### config.mk
export PLATFORM = sky130hd
export DESIGN_NAME = paddle_pulse_gen_flat
export DESIGN_NICKNAME = d
export VERILOG_FILES = /design/src/rtl/paddle_pkg.sv /design/src/rtl/paddle_pulse_gen_if.sv /design/src/rtl/paddle_btn_sync.sv /design/src/rtl/paddle_pulse_gen.sv /design/src/flat_wrapper.sv
export SDC_FILE = /design/constraint.sdc
export NUM_CORES = 1
export LEC_CHECK = 0
export BUFFER_PORTS_ARGS = -buffer_cell sky130_fd_sc_hd__buf_4
export CAP_MARGIN = 25
export CELL_PAD_IN_SITES_DETAIL_PLACEMENT = 0
export CELL_PAD_IN_SITES_GLOBAL_PLACEMENT = 2
export CORE_MARGIN = 2
export CORE_UTILIZATION = 38
export CTS_CLUSTER_DIAMETER = 60
export DETAILED_ROUTE_END_ITERATION = 12
export GPL_TIMING_DRIVEN = 0
export PLACE_DENSITY_LB_ADDON = 0.1
export SYNTH_ARGS = -nofsm -noshare
export SYNTH_HDL_FRONTEND = slang
export SYNTH_SLANG_ARGS = --single-unit
### constraint.sdc
create_clock -name clk -period 7.6 [get_ports clk]
set_input_delay 0.38 -clock clk [delete_from_list [all_inputs] [get_ports clk]]
set_output_delay 0.38 -clock clk [all_outputs]
set_load 0.02 [all_outputs]
### src/rtl/paddle_pkg.sv
// Shared constants and types for the paddle pulse generator.
package paddle_pkg;

  // Default paddle travel limits and the position after reset
  localparam int DEF_POS_MIN      = 8;
  localparam int DEF_POS_MAX      = 217;
  localparam int DEF_POS_INIT     = 112;
  localparam int DEF_ACCEL_FRAMES = 8;
  localparam int DEF_SYNC_STAGES  = 2;

  // Largest per-frame step; the step doubles 1 -> 2 -> 4 and stays there
  localparam int STEP_MAX = 4;

  // FSM state encoding
  localparam logic [1:0] ST_WAIT = 2'd0;
  localparam logic [1:0] ST_LOW  = 2'd1;
  localparam logic [1:0] ST_HIGH = 2'd2;

  typedef enum logic [1:0] {
    S_WAIT = ST_WAIT,
    S_LOW  = ST_LOW,
    S_HIGH = ST_HIGH
  } state_e;

  // Direction requested by the buttons in a frame
  typedef enum logic [1:0] {
    DIR_NONE  = 2'd0,
    DIR_RIGHT = 2'd1,
    DIR_LEFT  = 2'd2
  } dir_e;

  // Next step size after a full hold period, saturating at STEP_MAX
  function automatic logic [2:0] step_double(input logic [2:0] s);
    if (s >= 3'(STEP_MAX)) return 3'(STEP_MAX);
    return {s[1:0], 1'b0};
  endfunction

endpackage

### src/rtl/paddle_pulse_gen_if.sv
// Video timing in, buttons in, paddle comparator emulation out.
interface paddle_pulse_gen_if;
  logic        btn_left;
  logic        btn_right;
  logic        hsync;
  logic        vsync;
  logic [15:0] vpos;
  logic        hpaddle;
  logic [8:0]  paddle_target;

  // Side that drives buttons and video timing (board / bench)
  modport master (
    output btn_left, btn_right, hsync, vsync, vpos,
    input  hpaddle, paddle_target
  );

  // The paddle pulse generator itself
  modport slave (
    input  btn_left, btn_right, hsync, vsync, vpos,
    output hpaddle, paddle_target
  );
endinterface

### src/rtl/paddle_btn_sync.sv
// Multi-flop synchronizer for the two raw push-button inputs.
module paddle_btn_sync #(
  parameter int SYNC_STAGES = 2
) (
  input  logic       clk,
  input  logic       reset,
  input  logic [1:0] btn_raw,
  output logic [1:0] btn_sync
);

  genvar gi;
  generate
    for (gi = 0; gi < 2; gi++) begin : g_btn
      logic [SYNC_STAGES-1:0] sync_q;
      logic [SYNC_STAGES-1:0] sync_d;

      // Shift the raw level in at bit 0; the oldest sample leaves at the top
      always_comb begin
        sync_d = {sync_q[SYNC_STAGES-2:0], btn_raw[gi]};
      end

      // Synchronizer chain register
      always_ff @(posedge clk or posedge reset) begin
        if (reset) sync_q <= '0;
        else       sync_q <= sync_d;
      end

      assign btn_sync[gi] = sync_q[SYNC_STAGES-1];
    end
  endgenerate

endmodule

### src/rtl/paddle_pulse_gen.sv
// Digital paddle: buttons move a per-frame target line, and hpaddle goes
// high once the beam has passed that line, so a receiver latching vpos on
// hsync while hpaddle is low captures exactly the target.
module paddle_pulse_gen
  import paddle_pkg::*;
#(
  parameter int POS_MIN      = DEF_POS_MIN,
  parameter int POS_MAX      = DEF_POS_MAX,
  parameter int POS_INIT     = DEF_POS_INIT,
  parameter int ACCEL_FRAMES = DEF_ACCEL_FRAMES,
  parameter int SYNC_STAGES  = DEF_SYNC_STAGES
) (
  input  logic               clk,
  input  logic               reset,
  paddle_pulse_gen_if.slave  bus
);

  localparam int HOLD_W = (ACCEL_FRAMES > 1) ? $clog2(ACCEL_FRAMES) : 1;
  localparam logic signed [9:0] MIN_S = 10'(POS_MIN);
  localparam logic signed [9:0] MAX_S = 10'(POS_MAX);

  // Synchronized buttons
  logic [1:0] btn_s;

  paddle_btn_sync #(.SYNC_STAGES(SYNC_STAGES)) u_btn_sync (
    .clk      (clk),
    .reset    (reset),
    .btn_raw  ({bus.btn_left, bus.btn_right}),
    .btn_sync (btn_s)
  );

  logic btn_left_s, btn_right_s;
  assign btn_left_s  = btn_s[1];
  assign btn_right_s = btn_s[0];

  // Sync edge detect
  logic hs_q, hs_d, vs_q, vs_d;
  logic hs_rise, vs_rise;

  assign hs_rise = bus.hsync & ~hs_q;
  assign vs_rise = bus.vsync & ~vs_q;

  // Previous-cycle copy of hsync/vsync for rising-edge detection
  always_comb begin
    hs_d = bus.hsync;
    vs_d = bus.vsync;
  end

  // Edge-detect registers
  always_ff @(posedge clk or posedge reset) begin
    if (reset) begin
      hs_q <= 1'b0;
      vs_q <= 1'b0;
    end else begin
      hs_q <= hs_d;
      vs_q <= vs_d;
    end
  end

  // Target / acceleration datapath
  logic [8:0]        target_q, target_d;
  logic [2:0]        step_q, step_d;
  logic [HOLD_W-1:0] hold_q, hold_d;
  dir_e              dir_q, dir_d;
  dir_e              cur_dir;
  logic [2:0]        step_use;
  logic [HOLD_W-1:0] hold_use;
  logic signed [9:0] base, delta, sum;

  // Frame-rate target update, evaluated only on the vsync rising edge
  always_comb begin
    target_d = target_q;
    step_d   = step_q;
    hold_d   = hold_q;
    dir_d    = dir_q;
    step_use = step_q;
    hold_use = hold_q;
    base     = $signed({1'b0, target_q});
    delta    = $signed({7'd0, step_q});
    sum      = base;

    if (btn_right_s && !btn_left_s)      cur_dir = DIR_RIGHT;
    else if (btn_left_s && !btn_right_s) cur_dir = DIR_LEFT;
    else                                 cur_dir = DIR_NONE;

    if (vs_rise) begin
      if (cur_dir == DIR_NONE) begin
        step_d = 3'd1;
        hold_d = '0;
        dir_d  = DIR_NONE;
      end else begin
        // A fresh press or a reversal starts again at the slowest speed
        if (cur_dir != dir_q) begin
          step_use = 3'd1;
          hold_use = '0;
        end
        dir_d = cur_dir;
        delta = $signed({7'd0, step_use});
        sum   = (cur_dir == DIR_RIGHT) ? (base + delta) : (base - delta);

        if (hold_use == HOLD_W'(ACCEL_FRAMES - 1)) begin
          hold_d = '0;
          step_d = step_double(step_use);
        end else begin
          hold_d = hold_use + HOLD_W'(1);
          step_d = step_use;
        end

        // Hitting a wall kills the accumulated speed
        if (sum < MIN_S) begin
          target_d = 9'(POS_MIN);
          step_d   = 3'd1;
          hold_d   = '0;
        end else if (sum > MAX_S) begin
          target_d = 9'(POS_MAX);
          step_d   = 3'd1;
          hold_d   = '0;
        end else begin
          target_d = sum[8:0];
        end
      end
    end
  end

  // Datapath registers
  always_ff @(posedge clk or posedge reset) begin
    if (reset) begin
      target_q <= 9'(POS_INIT);
      step_q   <= 3'd1;
      hold_q   <= '0;
      dir_q    <= DIR_NONE;
    end else begin
      target_q <= target_d;
      step_q   <= step_d;
      hold_q   <= hold_d;
      dir_q    <= dir_d;
    end
  end

  // Comparator FSM
  state_e state_q, state_d;
  logic   hpaddle_q, hpaddle_d;

  // Next state; vsync wins over hsync so a new frame always starts low
  always_comb begin
    state_d = state_q;
    case (state_q)
      S_WAIT: if (vs_rise) state_d = S_LOW;
      S_LOW: begin
        if (vs_rise)
          state_d = S_LOW;
        else if (hs_rise && (bus.vpos[8:0] >= target_q))
          state_d = S_HIGH;
      end
      S_HIGH: if (vs_rise) state_d = S_LOW;
      default: state_d = S_WAIT;
    endcase
    hpaddle_d = (state_d == S_HIGH);
  end

  // State and registered hpaddle, one cycle behind the triggering edge
  always_ff @(posedge clk or posedge reset) begin
    if (reset) begin
      state_q   <= S_WAIT;
      hpaddle_q <= 1'b0;
    end else begin
      state_q   <= state_d;
      hpaddle_q <= hpaddle_d;
    end
  end

  assign bus.hpaddle       = hpaddle_q;
  assign bus.paddle_target = target_q;

endmodule

### src/flat_wrapper.sv
// flat-port wrapper written by rule: the top's interface ports become plain ports
module paddle_pulse_gen_flat import paddle_pkg::*;
#(
  parameter int POS_MIN      = DEF_POS_MIN,
  parameter int POS_MAX      = DEF_POS_MAX,
  parameter int POS_INIT     = DEF_POS_INIT,
  parameter int ACCEL_FRAMES = DEF_ACCEL_FRAMES,
  parameter int SYNC_STAGES  = DEF_SYNC_STAGES
)
  (clk, reset, bus_btn_left, bus_btn_right, bus_hsync, bus_vsync, bus_vpos, bus_hpaddle, bus_paddle_target);
  paddle_pulse_gen_if bus_i ();
  input  logic clk;
  input  logic reset;
  input wire logic [$bits(bus_i.btn_left)-1:0] bus_btn_left;
  input wire logic [$bits(bus_i.btn_right)-1:0] bus_btn_right;
  input wire logic [$bits(bus_i.hsync)-1:0] bus_hsync;
  input wire logic [$bits(bus_i.vsync)-1:0] bus_vsync;
  input wire logic [$bits(bus_i.vpos)-1:0] bus_vpos;
  output wire logic [$bits(bus_i.hpaddle)-1:0] bus_hpaddle;
  output wire logic [$bits(bus_i.paddle_target)-1:0] bus_paddle_target;
  assign bus_i.btn_left = bus_btn_left;
  assign bus_i.btn_right = bus_btn_right;
  assign bus_i.hsync = bus_hsync;
  assign bus_i.vsync = bus_vsync;
  assign bus_i.vpos = bus_vpos;
  assign bus_hpaddle = bus_i.hpaddle;
  assign bus_paddle_target = bus_i.paddle_target;
  paddle_pulse_gen #(.POS_MIN(POS_MIN), .POS_MAX(POS_MAX), .POS_INIT(POS_INIT), .ACCEL_FRAMES(ACCEL_FRAMES), .SYNC_STAGES(SYNC_STAGES)) u_core (.clk(clk), .reset(reset), .bus(bus_i));
endmodule
==> results.sh <==
export IMPL_layout_min_cycle_time_ns=4.89
export IMPL_syn_nets=265
export IMPL_clock_fmax_ghz=0.204
export IMPL_syn_cell_area_um2=2090
export IMPL_drive_gt1_share_pct=21.6
export IMPL_p_comb_share_pct=63.6
export IMPL_numCtsBuffers=3
export IMPL_yosysMostFrequentCell="dfrtp_1"
export IMPL_clk_path_buf_depth=2
export IMPL_synth_ff_type="dfrtp_1"
export IMPL_syn_instance_count=221
export IMPL_io_pin_count=32
export IMPL_synth_seq_area_share_pct=31.4
export IMPL_endpoint="u_core.step_q[2]"
export IMPL_cp_data_required_time_ns=7.77
export IMPL_grt_max_degree=23
export IMPL_clk_pin_slew_ns=0.10
export IMPL_hold_class="in2async"
export IMPL_critPathLaunchType="flop"
export IMPL_p_leak_nw=1.15
export IMPL_reg2reg_setup_slack_ns=2.71
export IMPL_peakVddDrop_v=0.000127
export IMPL_grt_pass1_wl_um=8380
export IMPL_netlist_top_cells_area="dfrtp_1 (26%), ha_1 (13%), dfstp_2 (5.0%), inv_1 (3.8%), nand2_1 (2.9%)"
export IMPL_grt_pass1_vias=1751
export IMPL_power_frac_seq_pct=22.9
export IMPL_r2r_cells=20
export IMPL_synth_distinct_cells=57
export IMPL_start_util_pct=40.1
export IMPL_placementRows=26
export IMPL_path_max_fanout=9
export IMPL_p_sw_uw=392
export IMPL_layout_area_seq_um2=656
export IMPL_n_fill_cell=522
export IMPL_vias_per_cell=5.13
export IMPL_r2r_end="u_core.step_q[2]"
export IMPL_rsz0062_at_grt="false"
export IMPL_synth_top_cells_by_count="dfrtp_1 (22), ha_1 (21), inv_1 (21)"
export IMPL_power_density_nw_per_um2=350
export IMPL_cts_root_buf="clkbuf_8"
export IMPL_cts_sinks=26
export IMPL_intPower_uw=467
export IMPL_gp_routability_congestion=0.752
export IMPL_ys_ff_latch=26
export IMPL_drtIter0Drc=41
export IMPL_die_h_um=78.1
export IMPL_fin_tns_setup_ns=0
export IMPL_hpwl_um=3800
export IMPL_antenna_found_initial=0
export IMPL_antenna_cells=0
export IMPL_max_cap_viol_count=0
export IMPL_synth_top_area_share_pct=26.4
export IMPL_finalCritPeriodShare_pct=64.4
export IMPL_switching_share_pct=45.6
export IMPL_layout_nets=295
export IMPL_gr_usage_all_layers_pct=17.1
export IMPL_yosys_area_top_type="dfrtp_1"
export IMPL_clock_latency_ns=0.27
export IMPL_ant_nets=0
export IMPL_critPathLaunch="u_core.u_btn_sync.g_btn[0].sync_q[1]"
export IMPL_syn_to_final_growth_pct=17.6
export IMPL_die_w_um=78.1
export IMPL_htreeDepth=1
export IMPL_ys_warn_count=0
export IMPL_power_share_clock_pct=13.4
export IMPL_multiInputGateArea_um2=1300
export IMPL_core_um2=5200
export IMPL_hold_violations=0
export IMPL_syn_area_per_cell_um2=9.45
export IMPL_cts_hold_buf=0
export IMPL_vias=1643
export IMPL_post_cts_buffers=0
export IMPL_critPathCaptureType="flop"
export IMPL_maxSlewHeadroom_pct=46.8
export IMPL_slew_viol_final=0
export IMPL_skew_ns=0.00960
export IMPL_synthArstFlopShare_pct=100
export IMPL_setup_viol=0
export IMPL_max_slew_worst_pin_slew_ns=0.785
export IMPL_critPathKind="reg2reg"
export IMPL_ctsResizeCount=0
export IMPL_first_pass_iters=4
export IMPL_cp_arrival_ns=5.07
export IMPL_cts_tree="yes"
export IMPL_io_buffer_count=24
export IMPL_synth_edf_count=0
export IMPL_grt_remaining_overflow=0
export IMPL_wl_per_cell_um=14.6
export IMPL_dieArea_um2=6100
export IMPL_status="complete, no violations"
export IMPL_wirelength_um=4680
export IMPL_drc_errors=0
export IMPL_reg2reg_from="u_core.u_btn_sync.g_btn[0].sync_q[1]"
export IMPL_finalPower_uw=859
-- worst min path at each step --
stage,slack (ns),start,to,cells past startpoint
floorplan,0.33,u_core.u_btn_sync.g_btn[0].sync_q[0],u_core.u_btn_sync.g_btn[0].sync_q[1],0
global placement,0.33,u_core.u_btn_sync.g_btn[0].sync_q[0],u_core.u_btn_sync.g_btn[0].sync_q[1],0
detailed placement,0.34,u_core.u_btn_sync.g_btn[0].sync_q[0],u_core.u_btn_sync.g_btn[0].sync_q[1],0
CTS,0.04,reset,u_core.vs_q,2
global route,0.04,reset,u_core.vs_q,2
finish,0.05,reset,u_core.vs_q,2
-- flip-flops by register name, summed over array words and instances, names as in the netlist --
register / cells
u_core.dir_q: 2
u_core.u_btn_sync.g_btn.sync_q: 4
u_core.step_q: 3
u_core.hold_q: 3
u_core.bus.hpaddle: 1
u_core.hs_q: 1
u_core.state_q: 2
u_core.vs_q: 1
u_core.bus.paddle_target: 9
-- routing by layer --
metal / part of all wire [%] / vias to the layer above / global-route usage, %
li1: - / 864 / -
met1: 52 / 761 / 24.5
met2: 46 / 14 / 28.4
met3: 1.4 / 4 / 1.49
met4: 0.73 / 0 / 3.16
met5: 0 / - / 0
-- cells by family (layout without fill, tap and decap cells) --
| group | Yosys count | in the layout | share of synthesized area (%) |
|---|---|---|---|
| compound gates | 61 | 61 | 22.3 |
| flops | 26 | 26 | 31.4 |
| buf+inv | 30 | 59 | 6.23 |
| xor+xnor | 12 | 12 | 7.37 |
| mux | 6 | 6 | 3.00 |
| simple gates | 63 | 63 | 15.6 |
| fa+ha+maj | 23 | 23 | 14.1 |
-- per-stage QoR --
stage                     instances  area [um2]  utilization [%]  hold slack [ns]  worst slack, ns
after detailed placement        316        2380             45.8            0.337             2.69
final                           320        2450             47.2           0.0456             2.71
after CTS                       320        2450             47.2           0.0443             2.68
after floorplan                 221        2090                -            0.331             3.43
after global routing            320        2450             47.2           0.0427             2.32
after global placement          315        2360             45.3            0.334             2.69
-- power groups by stage --
stage | Combinational (mW) | Sequential (mW) | Clock (mW)
final | 0.546 | 0.197 | 0.115
after global routing | 0.614 | 0.204 | 0.125
after CTS | 0.551 | 0.198 | 0.119
after detailed placement | 0.548 | 0.200 | 0
after global placement | 0.548 | 0.200 | 0
after floorplan | 0.392 | 0.220 | 0
-- critical path: stages (launching register included) --
cell	delay [ns]
dfrtp_1	0.39
ha_1	0.21
buf_6	0.14
xnor2_2	0.28
and2_1	0.18
clkbuf_1	0.27
nand2_1	0.10
ha_1	0.20
ha_1	0.17
nor2_1	0.36
ha_1	0.31
buf_2	0.17
a31oi_1	0.16
o21ai_1	0.12
a31oi_1	0.31
a2bb2oi_1	0.25
xnor2_1	0.18
o41ai_4	0.56
nor3_4	0.13
a41oi_1	0.23
nor2_1	0.06
-- placed cells by master (no fill, tap or decap), types with 5 or more instances in the layout --
cell / netlist / final
dfrtp_1: 22 / 22
xnor2_1: 6 / 6
inv_1: 21 / 21
clkbuf_1: 5 / 5
nor2_1: 12 / 12
a21o_1: 5 / 5
nand2_1: 16 / 16
nor3_1: 5 / 5
nand3_1: 7 / 7
a21oi_1: 11 / 11
o21ai_0: 7 / 7
ha_1: 21 / 21
buf_4: 0 / 24
-- cell type report --
type,count,share of cell area (%)
plain buffers,9,2.09
multi-input cells,165,53.1
inverters,21,3.21
clock buffers,3,1.68
repair buffers,25,8.46
flip-flops and latches,26,26.7
clock inverters,1,1.22
well taps,70,3.57
Note: power is estimated with default switching activity, not from simulation.
